$ cat config.mk
export PLATFORM = sky130hd
export DESIGN_NAME = feature_frame_packer
export DESIGN_NICKNAME = d
export VERILOG_FILES = /design/src/rtl/feature_frame_packer.sv
export SDC_FILE = /design/constraint.sdc
export NUM_CORES = 2
export LEC_CHECK = 0
export CORE_AREA = 2 2 542 544
export CTS_CLUSTER_SIZE = 40
export DETAILED_ROUTE_END_ITERATION = 7
export DIE_AREA = 0 0 544 546
export PLACE_DENSITY = 0.55
export REMOVE_ABC_BUFFERS = 1
export SYNTH_ARGS = -nofsm -noshare
export SYNTH_HDL_FRONTEND = slang
export SYNTH_SLANG_ARGS = --single-unit
$ cat constraint.sdc
create_clock -name clk -period 69 [get_ports clk]
set_input_delay 10.35 -clock clk [delete_from_list [all_inputs] [get_ports clk]]
set_output_delay 10.35 -clock clk [all_outputs]
set_load 0.05 [all_outputs]
$ cat src/rtl/feature_frame_packer.sv
// Collects NFEAT float feature words into one parallel frame and hands it to the RNN core over valid/ready.
// Define FEATURE_PACKER_DBUF_EN to keep filling the capture buffer while a completed frame is still held.
module feature_frame_packer #(
    parameter int FLOAT = 32,
    parameter int NFEAT = 42,
    parameter int CNTW  = 16
) (
    input  logic                   clk,
    input  logic                   rst,
    input  logic [FLOAT-1:0]       in_data,
    input  logic                   in_valid,
    input  logic                   in_last,
    output logic                   in_ready,
    output logic [NFEAT*FLOAT-1:0] feature,
    output logic                   frame_valid,
    input  logic                   frame_ready,
    output logic                   frame_err,
    output logic [CNTW-1:0]        frame_cnt
);
    localparam int IDXW = $clog2(NFEAT);
    localparam logic [IDXW-1:0] LAST_IDX = IDXW'(NFEAT - 1);

    typedef enum logic {FILL, FULL} state_t;
    state_t state, state_next;

    logic [IDXW-1:0]        idx;
    logic [FLOAT-1:0]       cap [NFEAT];
    logic                   cap_full;
    logic                   word_acc;
    logic                   xfer;
    logic                   at_end;
    logic                   done;
    logic                   bad;
    logic                   load_out;
    logic                   use_live;
    logic [NFEAT*FLOAT-1:0] next_frame;

    assign word_acc = in_valid && in_ready;
    assign xfer     = frame_valid && frame_ready;
    assign at_end   = (idx == LAST_IDX);
    assign done     = word_acc && in_last && at_end;
    // A frame is malformed when in_last and the final slot disagree.
    assign bad      = word_acc && (in_last != at_end);

`ifdef FEATURE_PACKER_DBUF_EN
    // Completed capture goes straight out if the output is free (or freed now); otherwise it waits for the transfer.
    assign load_out = (done && (state == FILL || xfer)) || (cap_full && xfer);
    assign use_live = done;

    always_ff @(posedge clk or posedge rst) begin
        if (rst) begin
            cap_full <= 1'b0;
        end else if (xfer) begin
            cap_full <= 1'b0;
        end else if (done && state == FULL) begin
            cap_full <= 1'b1;
        end
    end
`else
    assign load_out = done;
    assign use_live = 1'b1;
    assign cap_full = 1'b0;
`endif

    always_ff @(posedge clk or posedge rst) begin
        if (rst) begin
            state <= FILL;
        end else begin
            state <= state_next;
        end
    end

    always_comb begin
        state_next = state;
        case (state)
            FILL: if (load_out) state_next = FULL;
            FULL: if (xfer && !load_out) state_next = FILL;
            default: state_next = FILL;
        endcase
    end

    always_comb begin
        in_ready    = 1'b0;
        frame_valid = 1'b0;
        case (state)
            FILL: in_ready = !rst;
            FULL: begin
                frame_valid = 1'b1;
`ifdef FEATURE_PACKER_DBUF_EN
                in_ready    = !rst && !cap_full;
`endif
            end
            default: in_ready = 1'b0;
        endcase
    end

    always_ff @(posedge clk or posedge rst) begin
        if (rst) begin
            idx <= '0;
        end else if (word_acc) begin
            idx <= (at_end || in_last) ? '0 : idx + 1'b1;
        end
    end

    always_ff @(posedge clk) begin
        if (word_acc) begin
            cap[idx] <= in_data;
        end
    end

    // The final word is taken from the bus when the frame completes this cycle.
    always_comb begin
        next_frame = '0;
        for (int i = 0; i < NFEAT - 1; i++) begin
            next_frame[i*FLOAT +: FLOAT] = cap[i];
        end
        next_frame[(NFEAT-1)*FLOAT +: FLOAT] = use_live ? in_data : cap[NFEAT-1];
    end

    always_ff @(posedge clk or posedge rst) begin
        if (rst) begin
            feature   <= '0;
            frame_err <= 1'b0;
            frame_cnt <= '0;
        end else begin
            frame_err <= bad;
            if (load_out) begin
                feature <= next_frame;
            end
            if (xfer) begin
                frame_cnt <= frame_cnt + 1'b1;
            end
        end
    end

endmodule

# After elaboration in Yosys (flattened, before gate mapping)
# Memories as Yosys holds them, arrays and structs flattened. A register that Yosys moved wholly into a read port is not among the register bits.
# Index checks and enable logic that the tools add are counted.
[word_totals] regBits=1368 ram_bits=1344 in_bits=37 output_inout_bits=1363 mem_count=1
[op_classes] n_addsub=2 n_eq_ne=2 n_mux=8 bitwise_logic=1 n_reduce_logical=9
[mem_list] name="cap" words=42 width=32 rd=41 rd_ports_with_merged_regs=41 wr=1 line_no="27" rtl="logic [FLOAT-1:0] cap [NFEAT];"
[op_table] operator="$add 16x1->16 const B" count=1
[op_table] operator="$add 6x1->6 const B" count=1
[op_table] operator="$eq 6x6->1 const B" count=1
[op_table] operator="$logic_and 1x1->1" count=6
[op_table] operator="$mux 1" count=6
[op_table] operator="$mux 6" count=1
[op_table] operator="$logic_not 1->1" count=2
[op_table] operator="$pmux 1 s2" count=1
[op_table] operator="$logic_or 1x1->1" count=1
[op_table] operator="$ne 1x1->1" count=1
[op_table] operator="$not 1->1" count=1

# Longest topological paths before layout
[depth] ltp_word=9 ltp_mapped=9 depth_no_buf=7

# Worst setup path after synthesis
# No wires, ideal clock.
[synth_timing] kind="input to output" start="input rst" end="output in_ready" arrival_ns=11.004 required_time_ns=58.650 path_slack_ns=47.646 path_stages=1 cell_sequence="nor2_1"
[synth_between] elab_chain_len=2
[synth_lines] element="start, declared" line_no="9" rtl="input logic rst,"
[synth_lines] element="$logic_not 1->1 (no line)"
[synth_lines] element="$mux 1" line_no="85" rtl="case (state)"
[synth_lines] element="end, declared" line_no="13" rtl="output logic in_ready,"
# No other way between the ends.

# Final worst setup path
# Same ends and word-level chain as after synthesis.

==> results.py <==
metrics = {
    "outcome": {
        "status": "finished, final reports clean",
    },
    "logic_synthesis": {
        "synth_flop_cell": "dfrtp_1",
        "ys_types": 35,
        "async_flop_share_pct": 51.0,
        "ys.warnings.count": 0,
        "synth-edff-count": 1312,
        "syn_inst": 4318,
        "postSynthAreaPerCell_um2": 22.2,
        "ys_ff_latch": 2680,
        "syn_area_mm2": 0.0958,
        "ys_seq_area_share_pct": 76.9,
    },
    "routing": {
        "drtIter0Drc": 3729,
        "drt-pass1-iter-count": 7,
        "drc": 0,
        "ant_nets": 0,
        "drt_wl_total_mm": 303,
        "wl_per_cell_um": 29.9,
        "num_vias": 46000,
        "viasPerCell": 4.54,
    },
    "hold_path": {
        "hold_start": "cap[40][16]$_DFFE_PP_",
        "hold_depth": 1,
        "hold_end": "feature[1296]$_DFFE_PP0P_",
        "min_path_type": "register to register",
    },
    "critical_path": {
        "endpoint_kind": "output pin",
        "crit_path_start_kind": "input port",
        "cp.required_ns": 58.65,
        "worst-setup-path-type": "input port to output pin",
        "reg2reg_setup_slack_ns": 61.44,
        "r2r_start": "idx[1]$_DFFE_PP0P_",
        "cp_max_fo": 4,
        "rr_endpoint": "feature[656]$_DFFE_PP0P_",
        "critical_path_arrival_ns": 11.88,
        "reg2regPathDepth": 11,
    },
    "placement": {
        "place.gp.congestion": 0.786,
        "hpwl_mm": 193,
        "io_buffers": 1399,
    },
    "cts": {
        "clock-sinks": 2680,
        "holdBufCountCts": 0,
        "cts_inserted_buffers": 289,
        "cts.htree.levels": 5,
        "clk_latency_ns": 0.89,
        "postCtsResizedCells": 0,
        "post_cts_buffers": 0,
        "clock_path_buffers": 4,
        "cts_root_buf": "clkbuf_16",
        "clkTransAtPathRegs_ns": 0.06,
        "cts_tree": "yes",
    },
    "final_layout": {
        "final_nets": 6010,
        "drive_gt1_share_pct": 31.7,
        "register_area_mm2": 0.0736,
        "multiInputGateArea_mm2": 0.0199,
        "synthToLayoutAreaGrowth_pct": 28.5,
        "n_fill_cell": 25700,
    },
    "die": {
        "die_y_um": 546,
        "core_area_mm2": 0.292,
        "die_w_um": 544,
        "start_util_pct": 32.8,
        "rows": 199,
        "die_area_mm2": 0.297,
        "ios": 1400,
    },
    "sta": {
        "skew_ns": 0.0430,
        "relSlewSlack_pct": 20.2,
        "setup_viol": 0,
        "rsz0062_at_grt": "no",
        "worst_pin_slew_ns": 1.19,
        "fin_crit_sh_pct": 32.2,
        "finalMaxSlewViolations": 0,
        "finalCriticalPeriod_ns": 22.23,
        "fin_tns_setup_ns": 0,
        "clock.fmax_ghz": 0.0450,
        "hold_violations": 0,
    },
    "pwr": {
        "ir_drop_mv": 0.0191,
        "p_leak_nw": 53.1,
        "power.density_mw_per_mm2": 27.0,
        "finalPower_mw": 3.32,
    },
    "run": {
        "maxCapViolations": 0,
    },
    "grt": {
        "grt_pass1_vias": 47800,
        "grt_usage_pct": 19.9,
        "grt_max_degree": 147,
        "grt_antenna_before_repair": 49,
        "grt-ovfl-total": 0,
        "grt_pass1_wl_mm": 411,
    },
}
[per-layer routing]
layer	share of wire (%)	track usage (%)
met1	41	25.6
met2	47	31.6
met3	9.8	7.21
met4	2.7	5.38
met5	0	0
[metrics by stage]
stage	setup slack (ns)	cell area [um2]	instances	util [%]	hold slack [ns]
2_1_floorplan	11.83	93300	4160	-	0.432
3_3_place_gp	46.74	113000	9596	38.8	0.437
3_5_place_dp	46.78	113000	9596	38.8	0.445
4_1_cts	46.77	123000	10100	42.1	0.440
5_1_grt	46.70	123000	10100	42.1	0.448
6_report	46.77	123000	10100	42.1	0.447
[worst max-delay path: stages]
cell,delay (ns)
clkdlybuf4s50_1,0.55
nor2_1,0.16
clkdlybuf4s50_1,0.81
[how the worst max path moves through the flow]
stage,from,to
3_3_place_gp,rst,in_ready
4_1_cts,rst,in_ready
2_1_floorplan,in_valid,feature[1000]$_DFFE_PP0P_
3_5_place_dp,rst,in_ready
5_1_grt,rst,in_ready
6_report,rst,in_ready
[synth_stat cells (4+ instances only)]
cell type	count	area, um2
buf_12	111	2220
buf_2	22	110
buf_6	8	90.1
clkbuf_1	17	63.8
dfrtp_1	1368	34200
edfxtp_1	1312	39400
ha_1	5	62.6
inv_1	8	30.0
mux2_1	9	101
mux2_2	336	3780
mux2_4	1000	15000
nand2_1	13	48.8
nand3_1	10	50.1
nor2_1	51	191
or3_1	4	25.0
xnor2_1	9	78.8
xor2_1	7	61.3
[cell type report]
| cell class | instances | area share (%) |
|---|---|---|
| clock buffer | 428 | 6.78 |
| tap | 3919 | 3.99 |
| antenna | 11 | 0.0224 |
| clock inverter | 104 | 1.04 |
| inverter | 8 | 0.0305 |
| sequential | 2680 | 59.8 |
| multi-input combinational | 1472 | 16.2 |
| timing repair buffer | 1517 | 12.1 |
[placed cells by master, fill, tap and decap left out, drive strengths merged, types with 9 or more instances in the layout]
master / synthesis / layout
bufinv: 0 / 16
dfrtp: 1368 / 1368
clkdlybuf4s50: 0 / 1367
diode: 0 / 11
mux2: 1345 / 1345
nand3: 10 / 10
nor2: 51 / 51
clkbuf: 17 / 428
inv: 8 / 22
nand2: 13 / 13
clkinv: 0 / 70
buf: 141 / 150
xnor2: 9 / 9
edfxtp: 1312 / 1312
[power by group]
| group | internal (mW) | total, mW | switching [mW] |
|---|---|---|---|
| Sequential | 1.68 | 1.69 | 0.00173 |
| Clock | 0.908 | 1.56 | 0.656 |
| Combinational | 0.00640 | 0.0675 | 0.0611 |
[flip-flops by register name, indices dropped and copies added (netlist names)]
| signal | cells |
|---|---|
| cap | 1312 |
| feature | 1344 |
| frame_cnt | 16 |
| frame_err | 1 |
| idx | 6 |
| state | 1 |
[cell families after synthesis]
logic type	Yosys count	synth area share (%)
AO/OA/AOI/OAI	8	0.0562
XOR/XNOR	16	0.146
adder cells (fa/ha/maj)	5	0.0653
buffers and inverters	166	2.63
flip-flops	2680	76.9
multiplexers	1345	19.7
AND/OR/NAND/NOR	98	0.499
Note: power is estimated with default switching activity, not from simulation.
